[src/rtl/conv_pkg.sv]
// Shared constants for the 3x3 Gaussian convolution block.
//   DATA_W_DEF : default pixel width
//   K_*_SH     : kernel weights as shift amounts (weight = 1 << K_*_SH)
//   ROUND/SHIFT: normalisation of the 16-weight kernel sum
//   row_sum_w / total_w : derived widths that cannot overflow
package conv_pkg;

  localparam int DATA_W_DEF = 8;

  // 1-D kernel [1 2 1]. The 2-D kernel is its outer product, so the centre
  // weight 4 comes from applying the edge shift once per dimension.
  localparam int K_SIDE_SH = 0;
  localparam int K_EDGE_SH = 1;

  // Kernel weights add up to 16: round half-up, then divide by 16.
  localparam int ROUND = 8;
  localparam int SHIFT = 4;

  // A [1 2 1] row sum is at most 4*max, which needs 2 extra bits.
  localparam int ROW_GROW = 2;
  // The full 3x3 sum plus ROUND is at most 16*max+8, which needs 4 extra bits.
  localparam int TOT_GROW = 4;

  function automatic int row_sum_w(input int dw);
    return dw + ROW_GROW;
  endfunction

  function automatic int total_w(input int dw);
    return dw + TOT_GROW;
  endfunction

endpackage

[src/rtl/conv_window3x3.sv]
// 3x3 pixel window built from incoming 3-pixel columns, with column tracking.
//   clk, rstb  : clock, asynchronous active-low reset
//   advance    : pipeline may move this cycle
//   accept     : a new column is taken this cycle (implies advance)
//   rows       : incoming column, [DATA_W-1:0] top, then middle, then bottom
//   win        : 9 pixels, pixel (r,c) at [(3*r+c)*DATA_W +: DATA_W], c=0 oldest
//   win_valid  : window holds three columns of the current line
//   win_eol    : window was completed by the last column of a line
module conv_window3x3
  import conv_pkg::*;
#(
  parameter int IMG_WIDTH = 512,
  parameter int DATA_W    = DATA_W_DEF
) (
  input  logic                clk,
  input  logic                rstb,
  input  logic                advance,
  input  logic                accept,
  input  logic [3*DATA_W-1:0] rows,
  output logic [9*DATA_W-1:0] win,
  output logic                win_valid,
  output logic                win_eol
);

  localparam int COL_W = (IMG_WIDTH > 4) ? $clog2(IMG_WIDTH) : 2;
  localparam logic [COL_W-1:0] COL_LAST  = COL_W'(IMG_WIDTH - 1);
  localparam logic [COL_W-1:0] COL_FIRST = COL_W'(2);

  logic [3*DATA_W-1:0] left_r;
  logic [3*DATA_W-1:0] mid_r;
  logic [3*DATA_W-1:0] right_r;
  logic [COL_W-1:0]    col_r;
  logic                col_last_s;

  assign col_last_s = (col_r == COL_LAST);

  // Column shift register, column counter and window qualifiers.
  always_ff @(posedge clk or negedge rstb) begin
    if (!rstb) begin
      left_r    <= '0;
      mid_r     <= '0;
      right_r   <= '0;
      col_r     <= '0;
      win_valid <= 1'b0;
      win_eol   <= 1'b0;
    end else if (accept) begin
      left_r    <= mid_r;
      mid_r     <= right_r;
      right_r   <= rows;
      col_r     <= col_last_s ? '0 : col_r + COL_W'(1);
      // The first two columns of a line leave the window straddling lines.
      win_valid <= (col_r >= COL_FIRST);
      win_eol   <= col_last_s;
    end else if (advance) begin
      // No new column: push a bubble, keep pixels and column count.
      win_valid <= 1'b0;
      win_eol   <= 1'b0;
    end
  end

  for (genvar r = 0; r < 3; r++) begin : g_row
    assign win[(3*r+0)*DATA_W +: DATA_W] = left_r[r*DATA_W +: DATA_W];
    assign win[(3*r+1)*DATA_W +: DATA_W] = mid_r[r*DATA_W +: DATA_W];
    assign win[(3*r+2)*DATA_W +: DATA_W] = right_r[r*DATA_W +: DATA_W];
  end

endmodule

[src/rtl/gauss_conv3x3.sv]
// 3x3 Gaussian blur ([1 2 1; 2 4 2; 1 2 1] / 16) over a column stream.
// Pipeline: window -> row sums -> total+round -> output register.
//   clk, rstb : clock, asynchronous active-low reset
//   i_valid   : input column valid
//   i_rows    : column of 3 pixels, top in the LSBs
//   o_ready   : input column accepted when i_valid is also 1
//   o_valid   : o_pix holds a filtered pixel
//   o_pix     : filtered pixel
//   o_eol     : o_pix is the last output of its line
//   i_ready   : downstream takes o_pix
module gauss_conv3x3
  import conv_pkg::*;
#(
  parameter int IMG_WIDTH = 512,
  parameter int DATA_W    = DATA_W_DEF
) (
  input  logic                clk,
  input  logic                rstb,
  input  logic                i_valid,
  input  logic [3*DATA_W-1:0] i_rows,
  output logic                o_ready,
  output logic                o_valid,
  output logic [DATA_W-1:0]   o_pix,
  output logic                o_eol,
  input  logic                i_ready
);

  localparam int RS_W  = row_sum_w(DATA_W);
  localparam int TOT_W = total_w(DATA_W);

  logic                advance_s;
  logic                accept_s;
  logic [9*DATA_W-1:0] win_s;
  logic                win_valid_s;
  logic                win_eol_s;
  logic [DATA_W-1:0]   pix_s [9];

  logic [RS_W-1:0]     rs_top_r;
  logic [RS_W-1:0]     rs_mid_r;
  logic [RS_W-1:0]     rs_bot_r;
  logic                s1_valid_r;
  logic                s1_eol_r;
  logic [TOT_W-1:0]    tot_r;
  logic                s2_valid_r;
  logic                s2_eol_r;

  // The whole pipeline moves together whenever the output slot is free
  // or being drained, which keeps ordering and gives 1 pixel/clock.
  assign advance_s = ~o_valid | i_ready;
  assign accept_s  = i_valid & advance_s;
  assign o_ready   = advance_s;

  conv_window3x3 #(
    .IMG_WIDTH (IMG_WIDTH),
    .DATA_W    (DATA_W)
  ) u_window (
    .clk       (clk),
    .rstb      (rstb),
    .advance   (advance_s),
    .accept    (accept_s),
    .rows      (i_rows),
    .win       (win_s),
    .win_valid (win_valid_s),
    .win_eol   (win_eol_s)
  );

  for (genvar i = 0; i < 9; i++) begin : g_pix
    assign pix_s[i] = win_s[i*DATA_W +: DATA_W];
  end

  // One [1 2 1] row using shifts and adds.
  function automatic logic [RS_W-1:0] row_121(input logic [DATA_W-1:0] a,
                                              input logic [DATA_W-1:0] b,
                                              input logic [DATA_W-1:0] c);
    return (RS_W'(a) << K_SIDE_SH) + (RS_W'(b) << K_EDGE_SH) + (RS_W'(c) << K_SIDE_SH);
  endfunction

  // Row sums, weighted total with rounding, and the output register.
  always_ff @(posedge clk or negedge rstb) begin
    if (!rstb) begin
      rs_top_r   <= '0;
      rs_mid_r   <= '0;
      rs_bot_r   <= '0;
      s1_valid_r <= 1'b0;
      s1_eol_r   <= 1'b0;
      tot_r      <= '0;
      s2_valid_r <= 1'b0;
      s2_eol_r   <= 1'b0;
      o_pix      <= '0;
      o_valid    <= 1'b0;
      o_eol      <= 1'b0;
    end else if (advance_s) begin
      rs_top_r   <= row_121(pix_s[0], pix_s[1], pix_s[2]);
      rs_mid_r   <= row_121(pix_s[3], pix_s[4], pix_s[5]);
      rs_bot_r   <= row_121(pix_s[6], pix_s[7], pix_s[8]);
      s1_valid_r <= win_valid_s;
      s1_eol_r   <= win_valid_s & win_eol_s;

      tot_r      <= (TOT_W'(rs_top_r) << K_SIDE_SH) + (TOT_W'(rs_mid_r) << K_EDGE_SH)
                  + (TOT_W'(rs_bot_r) << K_SIDE_SH) + TOT_W'(ROUND);
      s2_valid_r <= s1_valid_r;
      s2_eol_r   <= s1_eol_r;

      // Max total+ROUND is 16*max+8, so the shifted value always fits.
      o_pix      <= DATA_W'(tot_r >> SHIFT);
      o_valid    <= s2_valid_r;
      o_eol      <= s2_eol_r;
    end
  end

endmodule

[config.mk]
export PLATFORM = sky130hd
export DESIGN_NAME = gauss_conv3x3
export DESIGN_NICKNAME = d
export VERILOG_FILES = /design/src/rtl/conv_pkg.sv /design/src/rtl/conv_window3x3.sv /design/src/rtl/gauss_conv3x3.sv
export SDC_FILE = /design/constraint.sdc
export NUM_CORES = 1
export LEC_CHECK = 0
export BUFFER_PORTS_ARGS = -buffer_cell sky130_fd_sc_hd__buf_2
export CORE_ASPECT_RATIO = 1.5
export CORE_MARGIN = 2
export CORE_UTILIZATION = 23
export CTS_CLUSTER_SIZE = 40
export DETAILED_ROUTE_END_ITERATION = 7
export HOLD_SLACK_MARGIN = 0.12
export PLACE_DENSITY_LB_ADDON = 0.05
export SYNTH_ARGS = -nofsm -noshare
export SYNTH_HDL_FRONTEND = slang
export SYNTH_SLANG_ARGS = --single-unit
[constraint.sdc]
create_clock -name clk -period 2.7 [get_ports clk]
set_input_delay 0.27 -clock clk [delete_from_list [all_inputs] [get_ports clk]]
set_output_delay 0.27 -clock clk [all_outputs]
set_load 0.05 [all_outputs]
# Word-level counts from Yosys, hierarchy flattened
# Cells that the tools add are included.
dict set report op_classes {
  add_sub_neg 10
  order_cmp 1
  n_eq_ne 1
  mux 4
  n_bitwise 4
  reduce_logical 1
}
# cell n
set ops {}
lappend ops {{adder 10 x 8 -> 10 bit} 3}
lappend ops {{adder 8 x 9 -> 10 bit} 3}
lappend ops {{adder 10 x 11 -> 12 bit} 1}
lappend ops {{adder 12 x 10 -> 12 bit} 1}
lappend ops {{adder 12 x 4 -> 12 bit (second input constant)} 1}
lappend ops {{adder 9 x 1 -> 9 bit (second input constant)} 1}
lappend ops {{equality test 9 bit (second input constant)} 1}
lappend ops {{>= comparator 9 x 2 -> 1 bit (second input constant)} 1}
lappend ops {{two-way mux 9 bit} 1}
lappend ops {{two-way mux 1 bit} 3}
lappend ops {{bitwise AND 1 bit} 2}
lappend ops {{nonzero test 2 bit} 1}
lappend ops {{inverter 1 bit} 1}
lappend ops {{OR 1 bit} 1}
dict set report word_totals {
  regBits 139
  input_bits 28
  output_inout_bits 11
}

# Depth between registers and ports, before layout
# Gate-level depths: netlist of run 1.
dict set report logic_depth {
  ltp_word 4
  ltp_mapped 10
  mapped_depth_nobuf 10
}

# Cells and area by module
# Synthesis of run 1 repeated with hierarchy kept, for this count alone.
dict set report hier_totals {
  hier_cells 635
  area_unflattened_um2 7300.8
}
# module instances cells_each area_per_inst_um2
set by_module_without_submodules {}
lappend by_module_without_submodules {gauss_conv3x3 1 427 4063.9}
lappend by_module_without_submodules {conv_window3x3 1 208 3236.9}

# Least setup slack after synthesis of run 1
# Ideal clock, no wire load.
dict set report synth_path {
  kind {register to register}
  start {register rs_top_r[5]}
  end {register tot_r[11]}
  setup_time_ns 0.134
  arrival_time_ns 2.390
  t_required_ns 2.566
  setup_slack_ns 0.175
  stages_incl_launch_ff 11
  path_buffers 0
  period_less_slack_ns 2.525
  path_cell_list {dfrtp_1 inv_1 fa_1 inv_1 ha_1 ha_1 or2_2 a21oi_1 nor2_1 mux2i_1 o21ai_0}
}
dict set report synth_via {
  elab_chain_len 3
}
# item line_no
set synth_lines {}
lappend synth_lines {{start: declaration} gauss_conv3x3.sv:38} ;# logic [RS_W-1:0] rs_top_r;
lappend synth_lines {{start signal: assignment} gauss_conv3x3.sv:93} ;# rs_top_r <= row_121(pix_s[0], pix_s[1], pix_s[2]);
lappend synth_lines {{adder 10 x 11 -> 12 bit} gauss_conv3x3.sv:99} ;# tot_r <= (TOT_W'(rs_top_r) << K_SIDE_SH) + (TOT_W'(rs_mid_r) << K_EDGE_SH)
lappend synth_lines {{adder 12 x 10 -> 12 bit} gauss_conv3x3.sv:100} ;# + (TOT_W'(rs_bot_r) << K_SIDE_SH) + TOT_W'(ROUND);
lappend synth_lines {{adder 12 x 4 -> 12 bit} gauss_conv3x3.sv:100}
lappend synth_lines {{end signal: assignment} gauss_conv3x3.sv:99}
lappend synth_lines {{end: declaration} gauss_conv3x3.sv:43} ;# logic [TOT_W-1:0] tot_r;
# No other way between the ends.
# A chain may end at the register's enable or synchronous reset.

# Worst setup path in the final report of run 1
dict set report layout_path {
  start {register rs_top_r[2]}
  end {register tot_r[8]}
}
# The elaborated chain is that of the path after synthesis.

==> results of run 1 <==
==> synth_stat cells (2+ instances only) <==
library cell  number
a211o_1            2
a211oi_1           8
a211oi_2           2
a21boi_0           2
a21o_1             5
a21oi_1           32
a31oi_1            7
and3_1             6
buf_1              4
buf_2              3
buf_4              7
clkbuf_1           6
clkbuf_8           2
dfrtp_1          135
fa_1              33
ha_1              47
inv_1             41
mux2_2            75
nand2_1           79
nand2b_1           9
nand3_1            9
nor2_1            29
nor2b_1            2
nor3b_1            4
o211ai_1           3
o21a_1             3
o21ai_0           41
o22ai_1            3
o31a_1             2
o31ai_1            6
o31ai_2            2
xnor2_1            6
xor2_1             6
==> registers in the layout, indices dropped and copies added (netlist names) <==
name	cells
s2_eol_r	1
rs_top_r	10
s1_valid_r	1
s1_eol_r	1
o_eol	1
u_window.right_r	24
u_window.left_r	24
u_window.win_valid	1
o_pix	8
tot_r	8
s2_valid_r	1
o_valid	1
rs_mid_r	10
u_window.win_eol	1
u_window.mid_r	24
rs_bot_r	10
u_window.col_r	9
==> placed cells by master, fill, tap and decap left out, drive strengths merged, types with 29 or more instances in the layout <==
master  Yosys  final
fa         33     33
inv        42     43
nor2       29     29
ha         47     47
dfrtp     135    135
buf        15     48
mux2       75     75
o21ai      42     42
nand2      79     79
a21oi      32     32
==> through the flow <==
stage            util  cells
6_report       0.2855   1131
5_1_grt        0.2855   1131
4_1_cts        0.2813   1131
3_5_place_dp   0.2536   1074
3_3_place_gp   0.2536   1074
2_1_floorplan       -    639
==> final timing paths <==
| check | startpoint | to | slack, ns | depth (start not counted) |
|---|---|---|---|---|
| worst max register to register | rs_top_r[2]$_DFFE_PN0N_ | tot_r[8]$_DFFE_PN0N_ | 0.11 | 10 |
| min in group clk | s2_valid_r$_DFFE_PN0N_ | s2_valid_r$_DFFE_PN0N_ | 0.46 | 2 |
| worst min register to register | s2_valid_r$_DFFE_PN0N_ | s2_valid_r$_DFFE_PN0N_ | 0.46 | 2 |
| max in group asynchronous | rstb | u_window.left_r[0]$_DFFE_PN0P_ | 1.51 | 3 |
| worst max-delay path | rs_top_r[2]$_DFFE_PN0N_ | tot_r[8]$_DFFE_PN0N_ | 0.11 | 10 |
| worst min-delay path | rstb | o_pix[0]$_DFFE_PN0N_ | 0.42 | 2 |
==> logic make-up after synthesis <==
| kind of cell | count (synthesis) | synth area share |
|---|---|---|
| AO/OA/AOI/OAI | 124 | 0.1046 |
| XOR/XNOR | 12 | 0.01438 |
| adder cells (fa/ha/maj) | 80 | 0.1708 |
| buffers and inverters | 65 | 0.04125 |
| flip-flops | 135 | 0.4622 |
| multiplexers | 76 | 0.1169 |
| AND/OR/NAND/NOR | 147 | 0.08987 |
==> worst reg2reg max path, stage by stage (launching register included) <==
cell and delay [ns]:
dfrtp_1 0.36, inv_2 0.05, fa_2 0.37, inv_2 0.06
fa_1 0.44, ha_4 0.31, nand4_4 0.11, o211a_4 0.31
o31ai_4 0.23, xnor2_1 0.15, o21ai_1 0.07
==> area by class of cell <==
class | count | area, µm² | area share
repair buffers | 74 | 569.3 | 0.06324
multi-input cells | 439 | 3770 | 0.4188
inverters | 42 | 157.7 | 0.01751
well taps | 410 | 513.0 | 0.05698
clock inverters | 11 | 147.6 | 0.01640
clock buffers | 20 | 466.7 | 0.05184
flip-flops and latches | 135 | 3378 | 0.3753
==> timing repair <==
item                                    4_1_cts  5_1_grt
pin swaps                                     0       12
gates resized for setup                       2       27
endpoints found under the setup margin        1       10
hold endpoints to repair                     91        0
hold buffers                                 26        0
==> metal layers <==
metal  part of all wire  global-route usage
met5                  0                   0
met4              0.021             0.04793
met3              0.024             0.02423
met2               0.50              0.1771
met1               0.45              0.1248
==> flow_summary_export.csv, run 1 <==
group,metric,value,unit
status,status,"complete, no violations",
clock_network,cts_tree,"done",
clock_network,clk_latency,0.44,ns
sta,fin_crit_sh,0.9589,
floorplan,core,31530,µm²
synth,synth_edf_count,0,
sta,min_period,2.589,ns
drt,vias,4738,
critical_path,cpMostUsedCell,"inv_2",
placed_design,place_worst_setup_slack,-0.01648,ns
finish,fin_nets,817,
sta,max_slew.worst_pin.slew,0.7491,ns
synth,syn_avg_cell_area,11.44,µm²
placed_design,gp_congestion,0.7411,
synth,yosysSeqAreaShare,0.4622,
clock_network,cts_buffer_depth,2,
floorplan,die_w,149.6,µm
global_route,antenna_found_initial,0,
synth,synthesis.area,7310,µm²
floorplan,die_h,222.3,µm
synth,synthFlopType,"dfrtp_1",
critical_path,worst_path_max_delay_cell,"fa_1",
sta,final_hold_viol_count,0,
clock_network,clkTransAtPathRegs,0.06,ns
sta,layout_setup_ws,0.1110,ns
critical_path,critPathKind,"reg -> reg",
drt,wire_per_inst,13.98,µm
finish,drive_gt1_frac,0.2497,
drt,viasPerCell,4.189,
clock_network,h-tree-depth,4,
min_path,min_path_type,"in -> async",
clock_network,cts_setup_buffers,0,
finish,area_growth,23.16,%
synth,synth_nets,747,
sta,setup_viol,0,
finish,n_antenna_cell,0,
synth,ys_seq_elements,135,
global_route,grt_pass1_vias,5103,
drt,drcViolationCount,0,
drt,drt_iter0_drc,121,
clock_network,cts-root-buf,"clkbuf_16",
critical_path,arrival,2.89,ns
finish,post-route-cell-area,9002,µm²
floorplan,io_pins,39,
synth,yosysWarningCount,0,
run,max_cap_viol_count,0,
floorplan,rows,80,
critical_path,slowest_delay,0.44,ns
synth,synth-async-reset-ratio,1.000,
critical_path,cp_top_family,"adder cells",
global_route,grt_start_max_net_pins,69,
global_route,grt_use_total,0.1047,
sta,tns,0,ns
placed_design,place_area,7995,µm²
critical_path,crit_chain,"inv_2 -> fa_2 -> inv_2 -> fa_1 -> ha_4 -> nand4_4 -> o211a_4 -> o31ai_4 -> xnor2_1 -> o21ai_1",
critical_path,cp.required,3.00,ns
sta,relSlewSlack,0.5006,
global_route,grt_pass1_wl,26800,µm
critical_path,cp-start-kind,"flip-flop",
placed_design,hpwl,11140,µm
synth,yosys.area.top_type,"dfrtp_1",
synth,synth_top_area_frac,0.4622,
floorplan,die_area,33250,µm²
critical_path,cp-end-kind,"flip-flop",
global_route,overflow,0,
sta,slew_violations,0,
sta,clock.fmax,386.3,MHz
clock_network,cts_sinks,135,
critical_path,critPathMaxFanout,3,
sta,worst_clock_skew,0.006236,ns
drt,final_antenna_net_count,0,
sta,whs,0.4207,ns
finish,nFillCells,3323,
synth,synth_cells,639,
sta,grt_setup_unrepaired,"yes",
synth,ys_types,51,
synth,ys_top_cells_by_area,"dfrtp_1, mux2_2, fa_1, ha_1, nand2_1",
critical_path,critPathBufInv,2,
drt,drt_pass1_iterations,4,
placed_design,io_buffers,38,
drt,drt-total-wl,15810,µm
clock_network,cts_made_buffers,17,
floorplan,initial_core_util,0.2318,
Power of run 1 is left out: the tool's default activity adds up to more than one toggle a clock period on the data nets, which glitch-free logic cannot reach.
==> run 2, diff against run 1 <==
--- a/config.mk
+++ b/config.mk
@@ -5,14 +5,17 @@
 export SDC_FILE = /design/constraint.sdc
 export NUM_CORES = 1
 export LEC_CHECK = 0
+export ABC_AREA = 1
 export BUFFER_PORTS_ARGS = -buffer_cell sky130_fd_sc_hd__buf_2
 export CORE_ASPECT_RATIO = 1.5
 export CORE_MARGIN = 2
 export CORE_UTILIZATION = 23
+export CTS_CLUSTER_DIAMETER = 120
 export CTS_CLUSTER_SIZE = 40
 export DETAILED_ROUTE_END_ITERATION = 7
 export HOLD_SLACK_MARGIN = 0.12
 export PLACE_DENSITY_LB_ADDON = 0.05
+export SLEW_MARGIN = 15
 export SYNTH_ARGS = -nofsm -noshare
 export SYNTH_HDL_FRONTEND = slang
 export SYNTH_SLANG_ARGS = --single-unit
==> flow_summary_export.csv, run 2 <==
group,metric,value,unit
finish,multiInputGateArea,3461,µm²
critical_path,critPathBufInv,2,
floorplan,core,31730,µm²
sta,relSlewSlack,0.4704,
critical_path,ff2ff_setup_slack,0.25,ns
floorplan,rows,80,
placed_design,io_buffers,38,
finish,area_growth,20.52,%
finish,n_antenna_cell,0,
drt,drt_iter0_drc,203,
global_route,grt_pass1_wl,31110,µm
run,max_cap_viol_count,0,
global_route,grt_start_max_net_pins,74,
synth,synthFlopType,"dfrtp_1",
synth,yosysMostFrequentCell,"nand2_1",
clock_network,cts_made_buffers,17,
critical_path,cp_top_family,"adder cells",
clock_network,cts-root-buf,"clkbuf_16",
sta,slew_violations,0,
finish,post-route-util,0.2804,
placed_design,place_worst_setup_slack,0.2809,ns
floorplan,die_h,223.4,µm
clock_network,cts_buffer_depth,2,
min_path,whs_endpoint,"rs_mid_r[1]$_DFFE_PN0N_",
synth,synth_edf_count,0,
finish,nFillCells,3395,
sta,tns,0,ns
global_route,overflow,0,
clock_network,cts_sinks,135,
clock_network,clk_latency,0.44,ns
floorplan,initial_core_util,0.2327,
critical_path,cp.required,3.03,ns
critical_path,cp-end-kind,"flip-flop",
status,status,"complete, no violations",
floorplan,die_w,150.3,µm
floorplan,die_area,33580,µm²
drt,vias,5422,
min_path,min_path_type,"in -> reg",
critical_path,critPathMaxFanout,5,
critical_path,r2r_end,"tot_r[9]$_DFFE_PN0N_",
global_route,grt_use_total,0.1205,
global_route,grt_pass1_vias,5761,
synth,syn_avg_cell_area,8.864,µm²
min_path,holdPathStages,5,
sta,min_period,2.445,ns
clock_network,cts_tree,"done",
synth,yosysWarningCount,0,
synth,synthesis.area,7383,µm²
sta,setup_viol,0,
critical_path,rr_worst_depth,11,
critical_path,slowest_delay,0.54,ns
sta,grt_setup_unrepaired,"no",
synth,ys_types,38,
drt,drt_pass1_iterations,4,
synth,yosysSeqAreaShare,0.4575,
sta,clock.fmax,408.9,MHz
critical_path,cp-start-kind,"flip-flop",
min_path,hold_path.startpoint,"i_ready",
drt,drcViolationCount,0,
clock_network,h-tree-depth,4,
synth,yosys.area.top_type,"dfrtp_1",
critical_path,critPathKind,"reg -> reg",
critical_path,worst_path_max_delay_cell,"fa_1",
finish,layout_common_cells,"nand2_1, dfrtp_1, inv_1, o21ai_0, ha_1",
drt,drt-total-wl,18130,µm
finish,drive_gt1_frac,0.1118,
synth,synth-async-reset-ratio,1.000,
sta,final_hold_viol_count,0,
synth,synth_common_cells,"nand2_1, dfrtp_1, inv_1",
finish,final_common_cell,"nand2_1",
critical_path,arrival,2.77,ns
floorplan,io_pins,39,
sta,max_slew.worst_pin.slew,0.7944,ns
drt,viasPerCell,4.101,
clock_network,cts_setup_buffers,0,
synth,synth_top_area_frac,0.4575,
synth,synth_cells,833,
finish,regArea,3378,µm²
critical_path,reg2reg_from,"rs_top_r[4]$_DFFE_PN0N_",
placed_design,gp_congestion,0.7752,
critical_path,crit_chain,"inv_1 -> fa_1 -> inv_1 -> ha_1 -> ha_1 -> a21oi_1 -> nand2_1 -> nand3_1 -> nand3_1 -> nand3_1 -> nand2_1",
synth,ys_seq_elements,135,
clock_network,clkTransAtPathRegs,0.06,ns
finish,fin_nets,1008,
drt,final_antenna_net_count,0,
critical_path,cpMostUsedCell,"nand3_1",
placed_design,hpwl,12850,µm
finish,top_regs,"u_window.left_r x24, u_window.mid_r x24, u_window.right_r x24",
drt,wire_per_inst,13.71,µm
sta,worst_clock_skew,0.008197,ns
sta,fin_crit_sh,0.9057,
synth,ys_top_cells_by_area,"dfrtp_1, nand2_1, fa_1, ha_1, inv_1",
sta,layout_setup_ws,0.2546,ns
global_route,antenna_found_initial,0,
synth,synth_nets,941,
## run 2: changes by cell type after synthesis, sizes merged, moves of 8 or more
cell,previous run,this run
nand2,79,280
mux2,75,0
inv,42,105
o21ai,42,80
nand3,9,29
a211oi,10,0
nand2b,9,0
o31ai,8,0
## run 2: worst max path at each step
stage	endpoint	depth (start not counted)	slack, ns	start
6_report	tot_r[9]$_DFFE_PN0N_	11	0.25	rs_top_r[4]$_DFFE_PN0N_
5_1_grt	tot_r[10]$_DFFE_PN0N_	12	0.05	rs_top_r[7]$_DFFE_PN0N_
4_1_cts	tot_r[11]$_DFFE_PN0N_	12	0.25	rs_top_r[4]$_DFFE_PN0N_
3_5_place_dp	tot_r[9]$_DFFE_PN0N_	11	0.28	rs_top_r[4]$_DFFE_PN0N_
3_3_place_gp	tot_r[11]$_DFFE_PN0N_	11	0.26	rs_top_r[6]$_DFFE_PN0N_
2_1_floorplan	tot_r[9]$_DFFE_PN0N_	11	0.50	rs_top_r[4]$_DFFE_PN0N_
## run 2: what timing repair did
action                                 CTS  global route
hold buffers                            25             0
endpoints found under the hold margin   94             0
setup endpoints to repair                0             0
resized for setup                        0             0
## run 2: per-layer routing
layer	vias up	GRT usage	part of all wire
met5	-	0	0
met4	0	0.04656	0.021
met3	21	0.02679	0.024
met2	62	0.2007	0.49
met1	2555	0.1506	0.47
li1	2784	-	-
## run 2: cell families after synthesis
family	synth area share
simple gates	0.2000
fa+ha+maj	0.1691
flops	0.4575
compound gates	0.09371
buf+inv	0.07371
xor+xnor	0.005932
## run 2: worst reg2reg max path, delay by kind of cell, from the launching register on
family,cells,cell delay (ns)
buffers and inverters,2,0.12
AOI/OAI and AO/OA,1,0.22
and+or+nand+nor,5,0.48
DFF,1,0.32
adders and majority gates,3,1.20
## run 2: through the flow
stage               hold WS (ns)  area [µm²]  instances
finish                    0.4366        8899       1322
global route              0.4597        8899       1322
CTS                       0.4312        8899       1322
detailed placement        0.3922        8074       1266
global placement          0.4029        8074       1266
floorplan               -0.02559        7383        833
## run 2: final cells by class
cell class / count / share of cell area
timing repair buffer: 75 / 0.06454
sequential: 135 / 0.3796
clock inverter: 9 / 0.01125
clock buffer: 22 / 0.05329
inverter: 106 / 0.04471
tap: 410 / 0.05765
multi-input combinational: 565 / 0.3889
Power of run 2 is left out for the same reason.
